`config.mk`:
```
export PLATFORM = sky130hd
export DESIGN_NAME = skolem_sweep_ctrl
export DESIGN_NICKNAME = d
export VERILOG_FILES = /design/src/rtl/skolem_sweep_ctrl.sv
export SDC_FILE = /design/constraint.sdc
export NUM_CORES = 1
export LEC_CHECK = 0
export CAP_MARGIN = 20
export CORE_ASPECT_RATIO = 0.8
export CORE_UTILIZATION = 45
export CTS_BUF_LIST = sky130_fd_sc_hd__clkbuf_8 sky130_fd_sc_hd__clkbuf_16
export CTS_CLUSTER_DIAMETER = 50
export CTS_CLUSTER_SIZE = 8
export DETAILED_ROUTE_END_ITERATION = 8
export PLACE_DENSITY = 0.69
export SLEW_MARGIN = 20
export SYNTH_ARGS = -nofsm -noshare
export SYNTH_HDL_FRONTEND = slang
export SYNTH_SLANG_ARGS = --single-unit
```
`constraint.sdc`:
```
create_clock -name clk -period 3.02 [get_ports clk]
set_clock_uncertainty 0.1 [all_clocks]
set_input_delay 0.604 -clock clk [delete_from_list [all_inputs] [get_ports clk]]
set_output_delay 0.604 -clock clk [all_outputs]
set_load 0.02 [all_outputs]
```
`src/rtl/skolem_sweep_ctrl.sv`:
```
// Exhaustive sweep sequencer for a combinational Skolem-function candidate.
// Optional macro SKOLEM_SWEEP_STOP_ON_FAIL_EN ends the sweep at the first failure.
module skolem_sweep_ctrl #(
  parameter int NUM_IN        = 5,
  parameter int NUM_OUT       = 2,
  parameter int SETTLE_CYCLES = 1
) (
  input  logic               clk,
  input  logic               rst_n,
  input  logic               start,
  input  logic               abort,
  output logic [NUM_IN-1:0]  x_out,
  input  logic [NUM_OUT-1:0] y_in,
  input  logic               spec_ok,
  output logic               busy,
  output logic               done,
  output logic               aborted,
  output logic               pass,
  output logic [NUM_IN:0]    fail_cnt,
  output logic [NUM_IN-1:0]  first_fail_x,
  output logic [NUM_OUT-1:0] first_fail_y,
  output logic               fail_seen
);

  typedef enum logic [1:0] {
    S_IDLE,
    S_SETTLE,
    S_SAMPLE,
    S_DONE
  } state_e;

  localparam logic [7:0] SETTLE_INIT = 8'(SETTLE_CYCLES);
  localparam logic [NUM_IN-1:0] X_LAST = '1;
  localparam state_e FIRST_ST =
    (SETTLE_CYCLES == 0) ? S_SAMPLE : S_SETTLE;

  state_e              state_q, state_d;
  logic [7:0]          cnt_q, cnt_d;
  logic [NUM_IN-1:0]   x_q, x_d;
  logic [NUM_IN:0]     fcnt_q, fcnt_d;
  logic [NUM_IN-1:0]   ffx_q, ffx_d;
  logic [NUM_OUT-1:0]  ffy_q, ffy_d;
  logic                seen_q, seen_d;
  logic                pass_q, pass_d;
  logic                abrt_q, abrt_d;
  logic                done_q, done_d;

  always_comb begin
    state_d = state_q;
    cnt_d   = cnt_q;
    x_d     = x_q;
    fcnt_d  = fcnt_q;
    ffx_d   = ffx_q;
    ffy_d   = ffy_q;
    seen_d  = seen_q;
    pass_d  = pass_q;
    abrt_d  = abrt_q;
    done_d  = 1'b0;
    unique case (state_q)
      S_IDLE: begin
        if (start && !abort) begin
          x_d     = '0;
          fcnt_d  = '0;
          ffx_d   = '0;
          ffy_d   = '0;
          seen_d  = 1'b0;
          pass_d  = 1'b0;
          abrt_d  = 1'b0;
          cnt_d   = SETTLE_INIT;
          state_d = FIRST_ST;
        end
      end
      S_SETTLE: begin
        if (abort) begin
          state_d = S_IDLE;
          abrt_d  = 1'b1;
          pass_d  = 1'b0;
          cnt_d   = '0;
        end else if (cnt_q == 8'd1) begin
          state_d = S_SAMPLE;
          cnt_d   = '0;
        end else begin
          cnt_d = cnt_q - 8'd1;
        end
      end
      S_SAMPLE: begin
        if (abort) begin
          // the coinciding verdict is dropped
          state_d = S_IDLE;
          abrt_d  = 1'b1;
          pass_d  = 1'b0;
        end else begin
          if (!spec_ok) begin
            fcnt_d = fcnt_q + 1'b1;
            if (!seen_q) begin
              ffx_d  = x_q;
              ffy_d  = y_in;
              seen_d = 1'b1;
            end
          end
`ifdef SKOLEM_SWEEP_STOP_ON_FAIL_EN
          if (!spec_ok || x_q == X_LAST) begin
            state_d = S_DONE;
          end else begin
            x_d     = x_q + 1'b1;
            cnt_d   = SETTLE_INIT;
            state_d = FIRST_ST;
          end
`else
          if (x_q == X_LAST) begin
            state_d = S_DONE;
          end else begin
            x_d     = x_q + 1'b1;
            cnt_d   = SETTLE_INIT;
            state_d = FIRST_ST;
          end
`endif
        end
      end
      S_DONE: begin
        state_d = S_IDLE;
        if (abort) begin
          abrt_d = 1'b1;
          pass_d = 1'b0;
        end else begin
          done_d = 1'b1;
          pass_d = (fcnt_q == '0);
        end
      end
    endcase
  end

  always_ff @(posedge clk or negedge rst_n) begin
    if (!rst_n) begin
      state_q <= S_IDLE;
      cnt_q   <= '0;
      x_q     <= '0;
      fcnt_q  <= '0;
      ffx_q   <= '0;
      ffy_q   <= '0;
      seen_q  <= 1'b0;
      pass_q  <= 1'b0;
      abrt_q  <= 1'b0;
      done_q  <= 1'b0;
    end else begin
      state_q <= state_d;
      cnt_q   <= cnt_d;
      x_q     <= x_d;
      fcnt_q  <= fcnt_d;
      ffx_q   <= ffx_d;
      ffy_q   <= ffy_d;
      seen_q  <= seen_d;
      pass_q  <= pass_d;
      abrt_q  <= abrt_d;
      done_q  <= done_d;
    end
  end

  assign x_out        = x_q;
  assign busy         = (state_q == S_SETTLE) || (state_q == S_SAMPLE);
  assign done         = done_q;
  assign aborted      = abrt_q;
  assign pass         = pass_q;
  assign fail_cnt     = fcnt_q;
  assign first_fail_x = ffx_q;
  assign first_fail_y = ffy_q;
  assign fail_seen    = seen_q;

endmodule

```
---- Yosys cells after proc, flatten, opt, wreduce, memory -nomap -nowiden ----
Index checks and enable logic that the tools add are counted.
word-level totals
  register bits after elaboration ......... 32
  input bits .............................. 7
  output and inout port bits .............. 23
  logic and storage cells ................. 82
cells by class
  add/subtract/negate cells ............... 3
  equality and inequality tests ........... 13
  multiplexer cells ....................... 40
  reductions and logical operators ........ 16
operators with widths
  operator               count
  $mux W8                5
  $mux W5                6
  $pmux W8 S3            1
  $pmux W5 S2            2
  $mux W2                9
  $mux W6                3
  $pmux W6 S2            1
  $reduce_and A4 Y1      3
  $ne A2 B2 Y1 const B   5
  $eq A8 B1 Y1 const B   1
  $mux W1                8
  $pmux W2 S4            1
  $sub A8 B1 Y8 const B  1
  $add A6 B1 Y6 const B  1
  $logic_not A6 Y1       1
  $reduce_and A2 Y1      3
  $add A5 B1 Y5 const B  1
  $eq A5 B5 Y1 const B   1
  $reduce_and A5 Y1      1
  $eq A2 B2 Y1 const B   2
  $ne A2 B1 Y1 const B   2
  $pmux W1 S2            2
  $pmux W2 S2            1
  $ne A3 B3 Y1 const B   1
  other kinds (10)       10

---- Depth between registers and ports, before layout ----
  depth after elaboration ................. 4
  mapped depth ............................ 8
  depth with buffers taken out ............ 7

---- Worst setup path after synthesis ----
OpenSTA, ideal clock, no wires.
  kind .................................... register to register
  start ................................... register x_q[0] (netlist: x_out[0])
  end ..................................... register cnt_q[6]
  setup time .............................. 0.121 ns
  arrival ................................. 2.120 ns
  required time ........................... 2.799 ns
  setup slack ............................. 0.679 ns
  cell stages (with the launch flop) ...... 9
  buffers on the path ..................... 1
  period minus slack after synthesis ...... 2.341 ns
  path through ............................ dfrtp_1 ha_1 and3_1 ha_1 o21a_1 a211o_1 buf_2 o31a_1 o22a_1
on the way
  cells in the longest elaborated chain, start to end .. 3
RTL lines
  what                         line  text
  start: declaration           39    logic [NUM_IN-1:0] x_q, x_d;
  start signal: assignment     137   x_q <= '0;
  start signal: assignment     148   x_q <= x_d;
  $eq A5 B5 Y1                 110   if (x_q == X_LAST) begin
  $ne A2 B2 Y1 (no line)       -
  $reduce_and A4 Y1 (no line)  -
  end signal: assignment       147   cnt_q <= cnt_d;
  end: declaration             38    logic [7:0] cnt_q, cnt_d;
No other way between the ends.
A chain may end at the register's enable or synchronous reset.

---- Final worst setup path ----
  start ................................... register state_q[0]
  end ..................................... register x_q[0] (netlist: x_out[0])
on the way
  cells in the longest elaborated chain, start to end .. 3
  elaborated cells between the ends (all ways) .. 8
  classes of those cells .................. eq/ne (4); mux (1); reduce/logical (3)
RTL lines
  what                                                          line  text
  start: declaration                                            37    state_e state_q, state_d;
  start signal: assignment                                      146   state_q <= state_d;
  $eq A2 B2 Y1 or $logic_not A2 Y1 (tied branches)              59    unique case (state_q)
  $ne A2 B2 Y1 (no line) or $reduce_bool A2 Y1 (tied branches)  -
  $reduce_and A4 Y1 (no line)                                   -
Several ways; a longest one is shown, not always the timed one.

==> reports/qor.txt <==
Filler cells: 338
Peak supply drop: 0.335 mV
Unrepaired setup endpoints after global routing: no
Vias per inst: 5.63
WP data arrival: 2.58 ns
Compound-Gate Fraction of Synth Area: 19.9%
Area share of fa/ha/maj cells after synthesis: 8.17%
Clk network pwr share: 23.7%
First-pass GRT wire length: 6780 µm
Synth top area share: 43.6%
TritonCTS clock tree: built
Psw: 0.000729 W
Rows: 20
Drt drc: 0
Initial antenna violation count: 0
H-tree depth: 2
CTS max path bufs: 2
Reg-to-reg critical path endpoint: x_out[0]$_DFFE_PN0P_
Critical path fanouts, max: 15
Total clock buffers created by CTS: 5
Final WL: 3960 µm
Highest-delay cell along the critical path: ha_1
Post-CTS sizing: 0
Reg2Reg Depth: 6
Cell Count, Final, Fillers Out: 275
Core Area: 3850 µm²
EDFF count, synth: 0
Clock slew at reported path FFs: 0.07 ns
Lkg Pwr: 1.03 nW
Yosys warnings: 0
Drt wl/cell: 14.4 µm
CTS Hold Buffers Added: 0
Final setup violating endpoints: 0
Crit path depth: 6
Grt total ovfl: 0
Most frequent cells in the layout: 32 x dfrtp_1, 29 x clkdlybuf4s50_1, 18 x nand2_1
Cell taking the most area after synthesis: dfrtp_1
Reg2reg start: state_q[0]$_DFFE_PN0P_
CP Launch Type: register
Initial cell density of the core: 47.7%
Req. time, crit path: 3.08 ns
Nets: 238
Grt met1 use: 27.4%
Clk_lat worst skew: 0.28 ns
Crit path capture: x_out[0]$_DFFE_PN0P_
Met2 global-route usage: 33.7%
Hold crit path type: reg -> reg
MaxCap Viol Count: 0
RePlAce Congestion: 0.797
Crit end category: register
DRT iter0 DRCs: 87
IO Pins: 30
FF+latch area: 801 µm²
Clock Sinks: 32
# diodes: 0
Comb power frac: 41.9%
Die Area: 4350 µm²
Layout area overhead: 26.1%
HPWL after DPL: 2810 µm
Placed cell count: 267
Crit-path max cell delay: 0.50 ns
Die span in y: 59.2 µm
Max-slew violation count: 0
Async SR Flop Fraction: 100%
Largest net degree at the start of global routing: 33
Synth Area in XOR/XNOR: 1.43%
Pwr dens: 820 nW/µm²
Die width: 73.5 µm
Share of cells above drive strength 1: 6.36%
Proportion of synthesized area in mux cells: 4.02%
Multi-input gate area: 956 µm²
Vias in the first global route: 1,484
Tmin final: 2.52 ns
Internal power: 0.00117 W
Final ANT Viol Nets: 0
Worst Max-Slew Pin Slew: 0.593 ns
I/O Buffers: 29
Final worst path period share: 83.3%
Critical path class: reg -> reg
Most common cell after layout, fill and taps aside: dfrtp_1
Fmax: 397 MHz
Switching share of power: 38.3%
Sequential-to-total area share from yosys stat: 43.6%
Rel. slew slack: 60.4%
CP top delay family: multiplexers
GRT Overall Usage: 20.7%
Top_reg_cell synth: dfrtp_1
Total number of vias: 1,548
Final core utilization: 60.1%
Crit-path cells: inv_1 -> ha_1 -> mux2i_1 -> or2_1 -> a21oi_1 -> mux2_1
Post-Syn Area: 1840 µm²
Setup repair bufs after CTS: 0
Status: complete, no violations
Mapped Nets: 207
Largest family of logic cells by synthesized area: compound AO/OA/AOI/OAI gates
Buf/Inv on CP: 1
GRT Max-Usage Layer: met2
Count of cell types in the netlist: 42
Post-synthesis sequential element count: 32
Synth area leaders: dfrtp_1 44%, ha_1 8.2%, a22o_1 5.7%
Crit path from: state_q[0]$_DFFE_PN0P_
Root Driver: clkbuf_8
Final setup TNS: 0 ns
TritonRoute pass-1 iters: 4
Met3 GRT Util: 5.44%
Post-Syn Area per Cell: 9.78 µm²
Sequential share of power: 34.4%
FF-to-FF setup slack: 0.50 ns
Final hold vios: 0
Simple-gate share of the synthesized area: 18.5%
Gate Count Post-Synth: 188
[synthesized netlist by cell type, types with 3 or more instances]
| cell | count |
|---|---|
| clkbuf_1 | 5 |
| mux2_1 | 3 |
| a21oi_1 | 8 |
| nor3_1 | 4 |
| or4b_1 | 4 |
| ha_1 | 12 |
| nor2_1 | 12 |
| dfrtp_1 | 32 |
| inv_1 | 12 |
| a22o_1 | 12 |
| o211ai_1 | 4 |
| nor4_1 | 3 |
| mux2i_1 | 4 |
| xnor2_1 | 3 |
| o21ai_1 | 3 |
| nor2b_1 | 3 |
| a211o_1 | 3 |
| a21o_1 | 3 |
| nand3_1 | 9 |
| nand2_1 | 18 |
[metal layers]
layer / vias to the layer above / part of all wire [%]
met1: 767 / 49
met5: - / 0
met2: 31 / 47
li1: 748 / -
met3: 2 / 3.9
met4: 0 / 0.40
[power by group through the flow]
stage / clock [W] / sequential [W] / combinational (W)
after floorplan: 0 / 0.000685 / 0.000503
after global placement: 0 / 0.000650 / 0.000768
after detailed placement: 0 / 0.000661 / 0.000789
after CTS: 0.000460 / 0.000655 / 0.000797
after global routing: 0.000478 / 0.000676 / 0.000887
final: 0.000450 / 0.000654 / 0.000796
[worst register-to-register path: stages (launching register included)]
cell     delay, ns
dfrtp_1       0.42
inv_1         0.14
ha_1          0.50
mux2i_1       0.25
or2_1         0.31
a21oi_1       0.32
mux2_1        0.36
[through the flow]
step	cell area, µm²	worst slack [ns]	hold slack, ns	power, W
global route	2320	0.353	0.466	0.00204
global placement	2190	0.442	0.415	0.00142
detailed placement	2190	0.403	0.428	0.00145
finish	2320	0.504	0.444	0.00190
CTS	2320	0.508	0.450	0.00191
floorplan	1840	0.679	0.208	0.00119
[cell type report]
class | instances | share of cell area (%)
Clock buffer | 7 | 4.16
Clock inverter | 1 | 1.30
Inverter | 12 | 1.94
Multi-Input combinational cell | 135 | 41.3
Sequential cell | 32 | 34.6
Tap cell | 55 | 2.97
Timing Repair Buffer | 33 | 13.8
[state kept, by name, summed over array words and instances, names as in the netlist]
register / flops
fail_seen: 1
done: 1
aborted: 1
pass: 1
first_fail_x: 5
cnt_q: 8
state_q: 2
fail_cnt: 6
first_fail_y: 2
x_out: 5
[how the worst min path moves through the flow]
stage                                      from                     endpoint  slack [ns]  depth (start not counted)
floorplan                                 rst_n          aborted$_DFFE_PN0P_        0.21                          0
global placement           cnt_q[1]$_DFFE_PN0P_         cnt_q[1]$_DFFE_PN0P_        0.41                          2
detailed placement  first_fail_y[0]$_DFFE_PN0P_  first_fail_y[0]$_DFFE_PN0P_        0.43                          1
CTS                 first_fail_x[2]$_DFFE_PN0P_  first_fail_x[2]$_DFFE_PN0P_        0.45                          1
global route        first_fail_x[2]$_DFFE_PN0P_  first_fail_x[2]$_DFFE_PN0P_        0.47                          1
finish              first_fail_x[2]$_DFFE_PN0P_  first_fail_x[2]$_DFFE_PN0P_        0.44                          1
[cells by family after synthesis]
| group | after synthesis |
|---|---|
| AND/OR/NAND/NOR | 65 |
| buffers and inverters | 21 |
| adder cells (fa/ha/maj) | 12 |
| flip-flops | 32 |
| XOR/XNOR | 3 |
| multiplexers | 7 |
| AO/OA/AOI/OAI | 48 |
Note: power is estimated with default switching activity, not from simulation.
